<file path="src/rtl/cpu_ctrl_fsm.sv">
// Instruction sequencer for the register-file/shifter/ALU datapath.
// Optional illegal-instruction trap state is enabled by defining CTRL_ILLEGAL_TRAP_EN.
module cpu_ctrl_fsm (
  input  logic        clk,
  input  logic        rst_n,
  input  logic        s,
  input  logic [15:0] instr,
  output logic        w,
  output logic        done,
  output logic        err,
  output logic [2:0]  readnum,
  output logic [2:0]  writenum,
  output logic        write,
  output logic        vsel,
  output logic [15:0] sximm8,
  output logic        loada,
  output logic        loadb,
  output logic        loadc,
  output logic        loads,
  output logic        asel,
  output logic [1:0]  shift,
  output logic [1:0]  ALU_op
);

  typedef enum logic [2:0] {
    WAIT,
    DECODE,
    GET_A,
    GET_B,
    EXEC,
    WR_REG,
`ifdef CTRL_ILLEGAL_TRAP_EN
    WR_IMM,
    ERR
`else
    WR_IMM
`endif
  } state_t;

  state_t      state, next_state;
  logic [15:0] ir;

  logic [2:0] opcode, rn, rd, rm;
  logic [1:0] op, sh;
  logic       is_alu, is_mov_imm, is_mov_reg, is_cmp, is_mvn;

  assign opcode = ir[15:13];
  assign op     = ir[12:11];
  assign rn     = ir[10:8];
  assign rd     = ir[7:5];
  assign sh     = ir[4:3];
  assign rm     = ir[2:0];

  assign is_alu     = (opcode == 3'b101);
  assign is_mov_imm = (opcode == 3'b110) && (op == 2'b10);
  assign is_mov_reg = (opcode == 3'b110) && (op == 2'b00);
  assign is_cmp     = is_alu && (op == 2'b01);
  assign is_mvn     = is_alu && (op == 2'b11);

  assign sximm8 = {{8{ir[7]}}, ir[7:0]};

  // ir only loads on an accepted start, so it is stable for the whole instruction
  always_ff @(posedge clk or negedge rst_n) begin
    if (!rst_n) begin
      state <= WAIT;
      ir    <= 16'h0000;
    end else begin
      state <= next_state;
      if (state == WAIT && s)
        ir <= instr;
    end
  end

  always_comb begin
    next_state = state;
    w        = 1'b0;
    done     = 1'b0;
    err      = 1'b0;
    readnum  = 3'd0;
    writenum = 3'd0;
    write    = 1'b0;
    vsel     = 1'b0;
    loada    = 1'b0;
    loadb    = 1'b0;
    loadc    = 1'b0;
    loads    = 1'b0;
    asel     = 1'b0;
    shift    = 2'b00;
    ALU_op   = 2'b00;

    case (state)
      WAIT: begin
        w = 1'b1;
        if (s)
          next_state = DECODE;
      end
      DECODE: begin
        if (is_mov_imm)
          next_state = WR_IMM;
        else if (is_alu && !is_mvn)
          next_state = GET_A;
        else if (is_mvn || is_mov_reg)
          next_state = GET_B;
        else begin
`ifdef CTRL_ILLEGAL_TRAP_EN
          next_state = ERR;
`else
          done       = 1'b1;
          next_state = WAIT;
`endif
        end
      end
      GET_A: begin
        readnum    = rn;
        loada      = 1'b1;
        next_state = GET_B;
      end
      GET_B: begin
        readnum    = rm;
        loadb      = 1'b1;
        next_state = EXEC;
      end
      // MOV reg passes Rm through the shifter and adds it to a forced-zero A
      EXEC: begin
        shift = sh;
        if (is_alu)
          ALU_op = op;
        else
          asel = 1'b1;
        if (is_cmp) begin
          loads      = 1'b1;
          done       = 1'b1;
          next_state = WAIT;
        end else begin
          loadc      = 1'b1;
          next_state = WR_REG;
        end
      end
      WR_REG: begin
        writenum   = rd;
        write      = 1'b1;
        done       = 1'b1;
        next_state = WAIT;
      end
      WR_IMM: begin
        writenum   = rn;
        vsel       = 1'b1;
        write      = 1'b1;
        done       = 1'b1;
        next_state = WAIT;
      end
`ifdef CTRL_ILLEGAL_TRAP_EN
      ERR: begin
        err        = 1'b1;
        next_state = ERR;
      end
`endif
      default: next_state = WAIT;
    endcase
  end

endmodule

</file>
<file path="config.mk">
export PLATFORM = sky130hd
export DESIGN_NAME = cpu_ctrl_fsm
export DESIGN_NICKNAME = d
export VERILOG_FILES = /design/src/rtl/cpu_ctrl_fsm.sv
export SDC_FILE = /design/constraint.sdc
export NUM_CORES = 1
export LEC_CHECK = 0
export ABC_AREA = 1
export CAP_MARGIN = 20
export CELL_PAD_IN_SITES_DETAIL_PLACEMENT = 0
export CELL_PAD_IN_SITES_GLOBAL_PLACEMENT = 1
export CORE_MARGIN = 2
export CORE_UTILIZATION = 28
export DETAILED_ROUTE_END_ITERATION = 16
export PLACE_DENSITY_LB_ADDON = 0.25
export SETUP_SLACK_MARGIN = 0.4
export SYNTH_ARGS = -nofsm -noshare
export SYNTH_HDL_FRONTEND = slang
export SYNTH_SLANG_ARGS = --single-unit
</file>
<file path="constraint.sdc">
create_clock -name clk -period 1.7 [get_ports clk]
set_clock_uncertainty 0.2 [all_clocks]
set_input_delay 0.255 -clock clk [delete_from_list [all_inputs] [get_ports clk]]
set_output_delay 0.255 -clock clk [all_outputs]
set_load 0.01 [all_outputs]
</file>
==> impl_metrics.toml <==
[status]
status = "finished, violations left"
violations = "setup timing"

[cts]
cts_tree = "done"
cts-root-buf = "clkbuf_8"
htree_levels = 1
cts.sinks = 19
numCtsBuffers = 3
clk_pin_slew_ns = 0.08
cts_buffer_depth = 2
clk_latency_ns = 0.26
cts_hold_buf = 0

[finish]
multi_input_area_um2 = 893
drive_gt1_share_pct = 70.0
layout_common_cells = "buf_6, buf_4, clkdlybuf4s50_1, buf_2"
syn_to_final_growth_pct = 119
fillers = 326
diodes = 0
nets = 263
final_area_um2 = 2530
seqCellArea_um2 = 479
fin_cells = 293
final_common_cell = "buf_6"

[setup_path]
cp.required_ns = 1.24
arrival_ns = 1.39
cp-start-kind = "register"
critPathKind = "reg -> out"
critPathMaxFanout = 2
r2r_cells = 8
cp-end-kind = "output pin"
r2r-end = "ir[3]$_DFFE_PN0P_"
r2r_slack_ns = 0.04
r2r-start = "state[1]$_DFFE_PN0P_"

[routing]
drc = 0
antenna_left = 0
first_iter_violations = 26
wl_mm = 4.11
firstDrtPassIters = 2
vias_per_cell = 4.52
routedWlPerCell_um = 14.0
vias = 1323

[synth]
synth_area_per_cell_um2 = 7.50
yosysUniqueCellTypes = 18
synth_area_leaders = "dfrtp_1, nand2_1, buf_4"
yosys.area.top_type_share_pct = 41.2
yosysWarnings = 0
yosysTopAreaCell = "dfrtp_1"
syn_inst = 154
syn_area_um2 = 1150
synth_seq_cells = 19
synth-seq-area-share_pct = 41.2
syn_nets = 173

[pwr]
swShare_pct = 45.3
combPwrFrac_pct = 75.4
power_density_nw_per_um2 = 1950
clockPowerShare_pct = 6.6
p_switching_mw = 2.24
seqPwrFrac_pct = 18.1
p_int_mw = 2.70
p_leak_nw = 1.23
vdd_ir_drop_max_mv = 1.13

[floorplan]
core_um2 = 3970
start_util_pct = 29.1
die_y_um = 68.2
die_area_um2 = 4650
pin_count = 55
row_count = 23
die_x_um = 68.2

[timing]
drv_slew = 0
fmax_mhz = 541
rsz0062_at_grt = "true"
setup_violations = 16
fin_crit_sh_pct = 109
tightest_slew_ns = 0.725
setup_slack_ns = -0.148
period_needed_ns = 1.85
slew_headroom_pct = 51.7
hold_violations = 0

[placement]
gp_congestion = 0.874
dp_slack_ns = -0.343
dpl_cell_area_um2 = 1910
dp_hpwl_mm = 2.41
portBuffers = 53
dpl.cell_count = 261

[grt]
grt_pass1_wl_mm = 6.14
grt_use_total_pct = 17.8
grt_antenna_before_repair = 0
overflow = 0
grt_pass1_vias = 1331
grt_max_degree = 20

[hold_path]
hold_class = "in -> async"

[run]
max_cap_viol_count = 0
[state kept, by name, summed over array words and instances, names as in the netlist]
name   count
ir        16
state      3
[worst max-delay path, cell delays in order (launching register included)]
cell     delay (ns)
dfrtp_1        0.42
buf_6          0.15
nand2_8        0.07
nor2_4         0.03
nand2_2        0.07
nand2_2        0.07
nor2_1         0.09
nand2_1        0.07
nand2_1        0.05
buf_2          0.12
[layer usage]
metal  vias to the layer above  track usage [%]  share of wire, %
li1                        652                -                 -
met1                       633             20.5                40
met2                        34             34.6                57
met3                         4             2.63               3.1
met4                         0             3.25              0.58
met5                         -                0                 0
[kinds of logic after synthesis]
family	synth area share, %
AO/OA/AOI/OAI	7.69
buffers and inverters	20.3
flip-flops	41.2
other	0.325
AND/OR/NAND/NOR	30.6
[cell type report]
class                   count  share of cell area, %
repair buffers            103                   38.2
clock inverters             1                  0.198
clock buffers               3                   1.63
multi-input cells          99                   35.3
flip-flops and latches     19                   18.9
well taps                  50                   2.47
inverters                  18                   3.26
[worst max-delay path by stage]
stage / to / startpoint / slack, ns / depth (start not counted)
after detailed placement: readnum[0] / state[2]$_DFFE_PN0P_ / -0.34 / 5
after global routing: done / ir[14]$_DFFE_PN0P_ / -0.25 / 9
final: done / ir[14]$_DFFE_PN0P_ / -0.15 / 9
after CTS: loadc / ir[14]$_DFFE_PN0P_ / -0.15 / 6
after global placement: readnum[0] / state[2]$_DFFE_PN0P_ / -0.31 / 5
after floorplan: done / ir[13]$_DFFE_PN0P_ / 0.20 / 6
[power groups by stage]
| stage | clock [mW] | combinational [mW] | sequential (mW) |
|---|---|---|---|
| floorplan | 0 | 1.48 | 0.881 |
| global placement | 0 | 2.32 | 0.887 |
| global route | 0.351 | 3.97 | 0.916 |
| finish | 0.324 | 3.72 | 0.892 |
| CTS | 0.333 | 3.26 | 0.866 |
| detailed placement | 0 | 2.34 | 0.895 |
[cells in the mapped netlist, drive strengths merged]
cell / count
a21oi: 11
buf: 21
conb: 1
dfrtp: 19
inv: 18
nand2: 38
nand3: 13
nor2: 23
nor3: 4
o21ai: 3
o22ai: 3
[metrics by stage]
stage	hold WS [ns]	utilization (%)	power, mW	TNS (ns)
floorplan	-0.241	-	2.36	0
global placement	0.290	48.2	3.21	-4.96
detailed placement	0.288	48.2	3.23	-5.93
CTS	0.134	58.2	4.46	-1.18
global route	0.159	63.7	5.24	-2.55
finish	0.128	63.7	4.94	-1.34
[what timing repair did]
item,in CTS,in global routing
gates cloned,4,0
setup endpoints to repair,54,48
setup buffers,21,3
resized for setup,213,52
pin swaps,9,11
No activity file was read; power rests on OpenSTA's default activity.
